$ cat src/rtl/lsu_pkg.sv
// lsu_pkg: size encodings, FSM states and defaults shared by the load/store unit.
package lsu_pkg;
    localparam int MEM_WORDS_DEFAULT = 2048;
    typedef enum logic [1:0] {SZ_BYTE = 2'd0, SZ_HALF = 2'd1, SZ_WORD = 2'd2, SZ_ILL = 2'd3} size_e;
    typedef enum logic [1:0] {IDLE, LOAD, MERGE, ERR} state_e;
    function automatic logic misaligned(size_e size, logic [1:0] offset);
        return (size == SZ_HALF && offset[0]) || (size == SZ_WORD && offset != 2'b00);
    endfunction
endpackage

$ cat src/rtl/lsu_if.sv
// lsu_if: pipeline request/response channel plus the data_memory port of the load/store unit.
interface lsu_if;
    logic        req_valid;
    logic        req_ready;
    logic        req_write;
    logic [1:0]  req_size;
    logic        req_unsigned;
    logic [31:0] req_addr;
    logic [31:0] req_wdata;
    logic        resp_valid;
    logic [31:0] resp_rdata;
    logic        resp_err;
    logic [31:0] mem_address;
    logic        mem_operation;
    logic [31:0] mem_write_data;
    logic [31:0] mem_data;
    modport master(
        output req_valid, req_write, req_size, req_unsigned, req_addr, req_wdata, mem_data,
        input  req_ready, resp_valid, resp_rdata, resp_err, mem_address, mem_operation, mem_write_data
    );
    modport slave(
        input  req_valid, req_write, req_size, req_unsigned, req_addr, req_wdata, mem_data,
        output req_ready, resp_valid, resp_rdata, resp_err, mem_address, mem_operation, mem_write_data
    );
endinterface

$ cat src/rtl/lsu_lane_align.sv
// lsu_lane_align: little-endian lane extract with sign/zero extension, and sub-word lane merge.
module lsu_lane_align
    import lsu_pkg::*;
(
    input  logic [31:0] word,
    input  logic [1:0]  offset,
    input  size_e       size,
    input  logic        zext,
    input  logic [31:0] wdata,
    output logic [31:0] rdata,
    output logic [31:0] merged
);
    logic [4:0]  sh;
    logic [15:0] lane;
    logic [31:0] mask;
    assign sh     = {offset, 3'b000};
    assign lane   = 16'(word >> sh);
    assign mask   = (size == SZ_BYTE ? 32'h0000_00ff : size == SZ_HALF ? 32'h0000_ffff : 32'hffff_ffff) << sh;
    assign rdata  = size == SZ_BYTE ? {{24{~zext & lane[7]}}, lane[7:0]} :
                    size == SZ_HALF ? {{16{~zext & lane[15]}}, lane[15:0]} : word;
    assign merged = (word & ~mask) | ((wdata << sh) & mask);
endmodule

$ cat src/rtl/load_store_unit.sv
// load_store_unit: byte/half/word loads and stores to data_memory with read-modify-write
// for sub-word stores and error detection that never touches memory.
module load_store_unit
    import lsu_pkg::*;
#(
    parameter int MEM_WORDS = MEM_WORDS_DEFAULT
) (
    input logic  clk,
    input logic  rst_n,
    lsu_if.slave bus
);
    state_e      state;
    logic [31:0] addr_q;
    logic [31:0] wdata_q;
    size_e       size_q;
    logic        zext_q;
    size_e       req_size;
    logic        accept;
    logic        bad;
    logic        word_store;
    logic [31:0] rdata;
    logic [31:0] merged;
    assign req_size   = size_e'(bus.req_size);
    assign bus.req_ready = rst_n && state == IDLE;
    assign accept     = bus.req_valid && bus.req_ready;
    assign bad        = req_size == SZ_ILL || misaligned(req_size, bus.req_addr[1:0]) ||
                        {6'b0, bus.req_addr[27:2]} >= 32'(MEM_WORDS);
    assign word_store = accept && !bad && bus.req_write && req_size == SZ_WORD;
    // Memory port is combinational so the RAM sees the write or read in the same cycle.
    assign bus.mem_address    = state == IDLE ? bus.req_addr : addr_q;
    assign bus.mem_operation  = rst_n && (word_store || state == MERGE);
    assign bus.mem_write_data = state == MERGE ? merged : bus.req_wdata;
    lsu_lane_align u_align (
        .word  (bus.mem_data),
        .offset(addr_q[1:0]),
        .size  (size_q),
        .zext  (zext_q),
        .wdata (wdata_q),
        .rdata (rdata),
        .merged(merged)
    );
    always_ff @(posedge clk) begin
        if (!rst_n) begin
            state          <= IDLE;
            addr_q         <= '0;
            wdata_q        <= '0;
            size_q         <= SZ_BYTE;
            zext_q         <= 1'b0;
            bus.resp_valid <= 1'b0;
            bus.resp_err   <= 1'b0;
            bus.resp_rdata <= '0;
        end else begin
            bus.resp_valid <= 1'b0;
            bus.resp_err   <= 1'b0;
            bus.resp_rdata <= '0;
            case (state)
                IDLE: if (accept) begin
                    addr_q  <= bus.req_addr;
                    wdata_q <= bus.req_wdata;
                    size_q  <= req_size;
                    zext_q  <= bus.req_unsigned;
                    if (bad) begin
                        state          <= ERR;
                        bus.resp_valid <= 1'b1;
                        bus.resp_err   <= 1'b1;
                    end else if (word_store) begin
                        bus.resp_valid <= 1'b1;
                    end else begin
                        state <= bus.req_write ? MERGE : LOAD;
                    end
                end
                LOAD: begin
                    bus.resp_valid <= 1'b1;
                    bus.resp_rdata <= rdata;
                    state          <= IDLE;
                end
                MERGE: begin
                    bus.resp_valid <= 1'b1;
                    state          <= IDLE;
                end
                default: state <= IDLE;
            endcase
        end
    end
endmodule

$ cat src/flat_wrapper.sv
// flat-port wrapper written by rule: the top's interface ports become plain ports
module load_store_unit_flat import lsu_pkg::*;
#(
    parameter int MEM_WORDS = MEM_WORDS_DEFAULT
)
  (clk, rst_n, bus_req_valid, bus_req_write, bus_req_size, bus_req_unsigned, bus_req_addr, bus_req_wdata, bus_mem_data, bus_req_ready, bus_resp_valid, bus_resp_rdata, bus_resp_err, bus_mem_address, bus_mem_operation, bus_mem_write_data);
  lsu_if bus_i ();
  input logic clk;
  input logic rst_n;
  input wire logic [$bits(bus_i.req_valid)-1:0] bus_req_valid;
  input wire logic [$bits(bus_i.req_write)-1:0] bus_req_write;
  input wire logic [$bits(bus_i.req_size)-1:0] bus_req_size;
  input wire logic [$bits(bus_i.req_unsigned)-1:0] bus_req_unsigned;
  input wire logic [$bits(bus_i.req_addr)-1:0] bus_req_addr;
  input wire logic [$bits(bus_i.req_wdata)-1:0] bus_req_wdata;
  input wire logic [$bits(bus_i.mem_data)-1:0] bus_mem_data;
  output wire logic [$bits(bus_i.req_ready)-1:0] bus_req_ready;
  output wire logic [$bits(bus_i.resp_valid)-1:0] bus_resp_valid;
  output wire logic [$bits(bus_i.resp_rdata)-1:0] bus_resp_rdata;
  output wire logic [$bits(bus_i.resp_err)-1:0] bus_resp_err;
  output wire logic [$bits(bus_i.mem_address)-1:0] bus_mem_address;
  output wire logic [$bits(bus_i.mem_operation)-1:0] bus_mem_operation;
  output wire logic [$bits(bus_i.mem_write_data)-1:0] bus_mem_write_data;
  assign bus_i.req_valid = bus_req_valid;
  assign bus_i.req_write = bus_req_write;
  assign bus_i.req_size = bus_req_size;
  assign bus_i.req_unsigned = bus_req_unsigned;
  assign bus_i.req_addr = bus_req_addr;
  assign bus_i.req_wdata = bus_req_wdata;
  assign bus_i.mem_data = bus_mem_data;
  assign bus_req_ready = bus_i.req_ready;
  assign bus_resp_valid = bus_i.resp_valid;
  assign bus_resp_rdata = bus_i.resp_rdata;
  assign bus_resp_err = bus_i.resp_err;
  assign bus_mem_address = bus_i.mem_address;
  assign bus_mem_operation = bus_i.mem_operation;
  assign bus_mem_write_data = bus_i.mem_write_data;
  load_store_unit #(.MEM_WORDS(MEM_WORDS)) u_core (.clk(clk), .rst_n(rst_n), .bus(bus_i));
endmodule
$ cat config.mk
export PLATFORM = sky130hd
export DESIGN_NAME = load_store_unit_flat
export DESIGN_NICKNAME = d
export VERILOG_FILES = /design/src/rtl/lsu_pkg.sv /design/src/rtl/lsu_if.sv /design/src/rtl/lsu_lane_align.sv /design/src/rtl/load_store_unit.sv /design/src/flat_wrapper.sv
export SDC_FILE = /design/constraint.sdc
export NUM_CORES = 1
export LEC_CHECK = 0
export ABC_CLOCK_PERIOD_IN_PS = 3100
export CAP_MARGIN = 5
export CORE_MARGIN = 8
export CORE_UTILIZATION = 48
export CTS_CLUSTER_DIAMETER = 80
export CTS_CLUSTER_SIZE = 16
export DETAILED_ROUTE_END_ITERATION = 10
export PLACE_DENSITY = 0.86
export SYNTH_ARGS = -nofsm -noshare
export SYNTH_HDL_FRONTEND = slang
export SYNTH_SLANG_ARGS = --single-unit
export TNS_END_PERCENT = 100
$ cat constraint.sdc
create_clock -name clk -period 3.1 [get_ports clk]
set_input_delay 0.62 -clock clk [delete_from_list [all_inputs] [get_ports clk]]
set_output_delay 0.62 -clock clk [all_outputs]
set_load 0.01 [all_outputs]
# Word-level counts from Yosys, hierarchy flattened
# Cells that the tools add are included.
[op_classes]
magnitude_cmp = 1
eq_ne = 7
shifts = 3
muxes = 14
bitwise_logic = 7
n_reduce_logical = 22
[op_table]
columns = ["operator", "n"]
rows = [
  ["$mux W32", 6],
  ["$and A32 B32 Y32", 2],
  ["$shl A32 B5 Y32", 2],
  ["$not A32 Y32", 1],
  ["$or A32 B32 Y32", 1],
  ["$shr A32 B5 Y16", 1],
  ["$ge A26 B12 Y1 const B", 1],
  ["$logic_and A1 B1 Y1", 8],
  ["$reduce_and A2 Y1", 4],
  ["$eq A2 B1 Y1 const B", 3],
  ["$eq A2 B2 Y1 const B", 3],
  ["$mux W2", 3],
  ["$logic_not A2 Y1", 2],
  ["$logic_or A1 B1 Y1", 4],
  ["$mux W1", 4],
  ["$reduce_and A3 Y1", 1],
  ["$and A1 B1 Y1", 2],
  ["$ne A2 B1 Y1 const B", 1],
  ["$pmux W1 S2", 1],
  ["$reduce_bool A2 Y1", 1],
  ["$reduce_or A2 Y1", 1],
  ["$logic_not A1 Y1", 1],
  ["$not A1 Y1", 1],
]
[word_totals]
register_bits = 103
input_bits = 103

# Logic depth before layout (Yosys ltp)
# Gate-level depths: netlist of run 1.
[logic_depth]
ltp_word = 13
ltp_mapped = 9
depth_no_buf = 6

# Cells and area by module
# A second synthesis of run 1 with hierarchy kept.
[unflattened]
cells_unflattened = 736
area_unflattened_um2 = 5820.6
[modules_own_cells]
columns = ["mod", "instances", "cells_per_inst", "area_per_inst_um2", "seq_area_each_um2"]
rows = [
  ["load_store_unit", 1, 472, 4227.8, 2062.0],
  ["lsu_lane_align", 1, 264, 1592.8, 0.0],
]

# Worst setup path before layout of run 1
# No wires, ideal clock.
[synth_path]
kind = "in2out"
start = "in rst_n"
end = "out bus_mem_operation"
arrival_ns = 1.615
required_ns = 2.480
path_slack_ns = 0.865
stages = 4
path_cell_list = "clkbuf_1 clkbuf_1 clkbuf_1 o21a_1"
[synth_via]
elab_chain_cells = 7
[synth_rtl]
columns = ["element", "line_no", "text"]
rows = [
  ["start: declaration", "flat_wrapper.sv:9", "input logic rst_n;"],
  ["$logic_and A1 B1 Y1", "load_store_unit.sv:24", "assign bus.req_ready = rst_n && state == IDLE;"],
  ["$logic_and A1 B1 Y1", "load_store_unit.sv:25", "assign accept = bus.req_valid && bus.req_ready;"],
  ["$logic_and A1 B1 Y1 (3 in a row)", "load_store_unit.sv:28", "assign word_store = accept && !bad && bus.req_write && req_size == SZ_WORD;"],
  ["$logic_or A1 B1 Y1", "load_store_unit.sv:31", "assign bus.mem_operation = rst_n && (word_store || state == MERGE);"],
  ["$logic_and A1 B1 Y1 (*)", "load_store_unit.sv:31", ""],
  ["end: declaration", "flat_wrapper.sv:22", "output wire logic [$bits(bus_i.mem_operation)-1:0] bus_mem_operation;"],
]
# Every way passes the cells marked *; elsewhere a longest branch is shown, timed or not.

# Final worst setup path of run 1
[layout_path]
start = "in bus_req_addr[16]"
end = "out bus_mem_operation"
[layout_via]
elab_chain_cells = 8
[layout_rtl]
columns = ["element", "line_no", "text"]
rows = [
  ["start: declaration", "flat_wrapper.sv:14", "input wire logic [$bits(bus_i.req_addr)-1:0] bus_req_addr;"],
  ["$ge A26 B12 Y1", "load_store_unit.sv:27", "{6'b0, bus.req_addr[27:2]} >= 32'(MEM_WORDS);"],
  ["$logic_or A1 B1 Y1", "load_store_unit.sv:26", "assign bad = req_size == SZ_ILL || misaligned(req_size, bus.req_addr[1:0]) ||"],
  ["$logic_not A1 Y1", "load_store_unit.sv:28", ""],
  ["$logic_and A1 B1 Y1 (3 in a row)", "load_store_unit.sv:28", ""],
  ["$logic_or A1 B1 Y1", "load_store_unit.sv:31", ""],
  ["$logic_and A1 B1 Y1", "load_store_unit.sv:31", ""],
]
# No other way between the ends.

==> impl_metrics.yaml, run 1 <==
sta:
  hold_viol: 0
  finClkSkew_ns: 0.00432
  slew_violations: 0
  setup_slack_ns: 0.0448
  worst_slew_pin_slew_ns: 1.01
  tns_ns: 0
  period_needed_ns: 3.06
  setup_violations: 0
  slew_headroom: 0.326
  fin_crit_sh: 0.986
  max_clock_freq_ghz: 0.327
die:
  fp.coreArea_mm2: 0.0113
  fp.dieH_um: 123
  die-area_mm2: 0.0151
  io_pins: 203
  die_w_um: 123
  fp-row-count: 39
  start_util: 0.486
place:
  place.gp.congestion: 0.946
  hpwl_mm: 14.7
  port_buffers: 202
  pre_cts_ws_ns: 0.0253
  placed_area_mm2: 0.00767
pwr:
  p_sw_frac: 0.294
  power.total_w: 0.00379
  ir_worst_vdd_mv: 0.292
  seq_power_share: 0.395
  power_density_mw_per_mm2: 471
  p_sw_w: 0.00111
  p_leak_nw: 3.16
  p_int_w: 0.00267
  combPwrFrac: 0.303
  clockPowerShare: 0.301
min_path:
  hp-start: "u_core.addr_q[4]"
  whs_endpoint: "u_core.addr_q[4]"
  hold_depth: 2
  hold_path_class: "reg -> reg"
cells_and_area:
  fin_nets: 944
  layout_commonest_cell: "clkdlybuf4s50_1"
  multiInputGateArea_mm2: 0.00321
  diodes: 0
  regArea_mm2: 0.00207
  syn_to_final_growth_pct: 46.8
  fillers: 850
  drive_gt1_frac: 0.156
  layout_common_cells: "clkdlybuf4s50_1 (201), nand2_1 (127), dfxtp_1 (100), o21ai_0 (71), mux2_2 (57)"
  stdcell_area_mm2: 0.00803
critical_path:
  r2r_end: "u_core.bus.resp_valid"
  path_class: "in -> out"
  arrival_ns: 2.44
  r2r_slack_ns: 0.72
  critPathLaunchType: "input pin"
  crit_path_end_kind: "output pin"
  rr_startpoint: "u_core.state[1]"
  cp_max_fo: 3
  required_ns: 2.48
  reg2regPathDepth: 6
logic_synthesis:
  synth_cell_types: 43
  async_reset_ff_frac: 0
  synth_area_mm2: 0.00547
  syn-num-nets: 760
  synth_edf_count: 0
  syn_avg_cell_area_um2: 8.38
  syn_inst: 653
  ys_ff_latch: 103
  yosys_warnings: 0
  seq_area_frac_synth: 0.377
  synth_ff_type: "dfxtp_1"
routing:
  drt-initial-drc-count: 483
  wl_per_cell_um: 19.8
  vias: 5654
  firstDrtPassIters: 5
  drc: 0
  avgViaCountPerCell: 5.74
  drt-total-wl_mm: 19.5
  ant_nets: 0
clock_network:
  htree_levels: 3
  cts_sinks: 103
  path_clk_slew_ns: 0.07
  root_buffer: "clkbuf_16"
  cts_tree: "done"
  cts_buffers: 9
  cts_hold_buffers: 0
  cts_buffer_depth: 2
  clk_latency_ns: 0.34
grt:
  grt_pass1_vias: 5761
  antenna_found_initial: 0
  gr-usage-all-layers: 0.252
  grt_pass1_wl_mm: 30.2
  grt_max_degree: 119
  grt-ovfl-total: 0
run_status:
  status: "completed"
job:
  maxCapViolCount: 0
==> critical path: stages <==
cell	delay, ns
clkdlybuf4s50_1	0.47
nor4_2	0.32
nand4_1	0.23
nor2_1	0.14
o21a_1	0.12
clkdlybuf4s50_1	0.53
==> state kept, by name, summed over array words and instances, names as in the netlist <==
| name | flops |
|---|---|
| u_core.bus.resp_valid | 1 |
| u_core.bus.resp_rdata | 32 |
| u_core.zext_q | 1 |
| u_core.state | 2 |
| u_core.wdata_q | 32 |
| u_core.addr_q | 32 |
| u_core.size_q | 2 |
| u_core.bus.resp_err | 1 |
==> synthesized netlist by cell type, types with 3 or more instances <==
master     number  area share
o2bb2ai_1       6      0.0096
buf_1           5      0.0034
mux4_2          9       0.037
nor4_1          3      0.0034
mux2_2         57        0.12
o21ai_0        71       0.065
nand2b_1        6      0.0069
dfxtp_1       103        0.38
clkbuf_1       36       0.025
a22oi_1         5      0.0069
nor2b_1         6      0.0069
o221a_2         8       0.016
a21oi_1        39       0.036
nor3_1          4      0.0037
nand3_1        17       0.016
a21o_1         18       0.025
mux2i_1        27       0.049
a31oi_1         6      0.0069
o221ai_1        8       0.013
nand2_1       128       0.088
ha_1            4      0.0091
buf_2          10      0.0091
inv_1          13      0.0089
o22ai_1         5      0.0057
nor2_1         36       0.025
==> worst max path at each step <==
stage | from | end | slack, ns | depth (start not counted)
after floorplan | rst_n | bus_mem_operation | 0.86 | 4
after global placement | bus_req_addr[13] | bus_mem_operation | 0.07 | 6
after detailed placement | bus_req_addr[20] | bus_mem_operation | 0.03 | 6
after CTS | u_core.state[0] | bus_mem_write_data[18] | 0.002 | 5
after global routing | bus_req_addr[16] | bus_mem_operation | -0.06 | 6
final | bus_req_addr[16] | bus_mem_operation | 0.04 | 6
==> power by group through the flow <==
stage	Sequential (W)	Clock, W	Combinational [W]
2_1_floorplan	0.00150	0	0.000561
3_5_place_dp	0.00152	0	0.00113
4_1_cts	0.00149	0.00115	0.00114
6_report	0.00150	0.00114	0.00115
5_1_grt	0.00151	0.00120	0.00122
3_3_place_gp	0.00151	0	0.00110
==> area by class of cell <==
| cell class | instances | share of cell area |
|---|---|---|
| Timing Repair Buffer | 225 | 0.277 |
| Clock inverter | 3 | 0.00296 |
| Sequential cell | 103 | 0.257 |
| Inverter | 13 | 0.00607 |
| Tap cell | 143 | 0.0223 |
| Multi-Input combinational cell | 485 | 0.399 |
| Clock buffer | 13 | 0.0349 |
==> timing repair <==
action,in CTS,in global routing
hold endpoints to repair,0,0
buffers inserted,0,1
gates resized for setup,4,7
pin swaps,0,4
setup endpoints to repair,11,23
==> cells by family (layout without fill, tap and decap cells) <==
group / after synthesis / in the layout / synth area share
compound gates: 175 / 175 / 0.197
fa+ha+maj: 4 / 4 / 0.00915
buf+inv: 65 / 254 / 0.0482
flops: 103 / 103 / 0.377
mux: 93 / 93 / 0.204
simple gates: 213 / 213 / 0.166
==> stage by stage <==
| step | util | std cells | hold slack [ns] |
|---|---|---|---|
| floorplan | - | 653 | 0.433 |
| global placement | 0.680 | 968 | 0.443 |
| detailed placement | 0.680 | 968 | 0.452 |
| CTS | 0.708 | 984 | 0.463 |
| global route | 0.713 | 985 | 0.478 |
| finish | 0.713 | 985 | 0.462 |
==> routing by layer <==
layer  up-vias  track usage  part of all wire
li1       2680            -                 -
met1      2619        0.299              0.39
met2       302        0.420              0.48
met3        53       0.0685              0.10
met4         0        0.109             0.029
met5         -            0                 0
(Power assumes the default switching activity.)
==> run 2: changes to the inputs <==
Settings changed: GPL_ROUTABILITY_DRIVEN from default to 1.
==> results of run 2 <==
The final DEF is identical to that of run 1; final timing and power are the same.
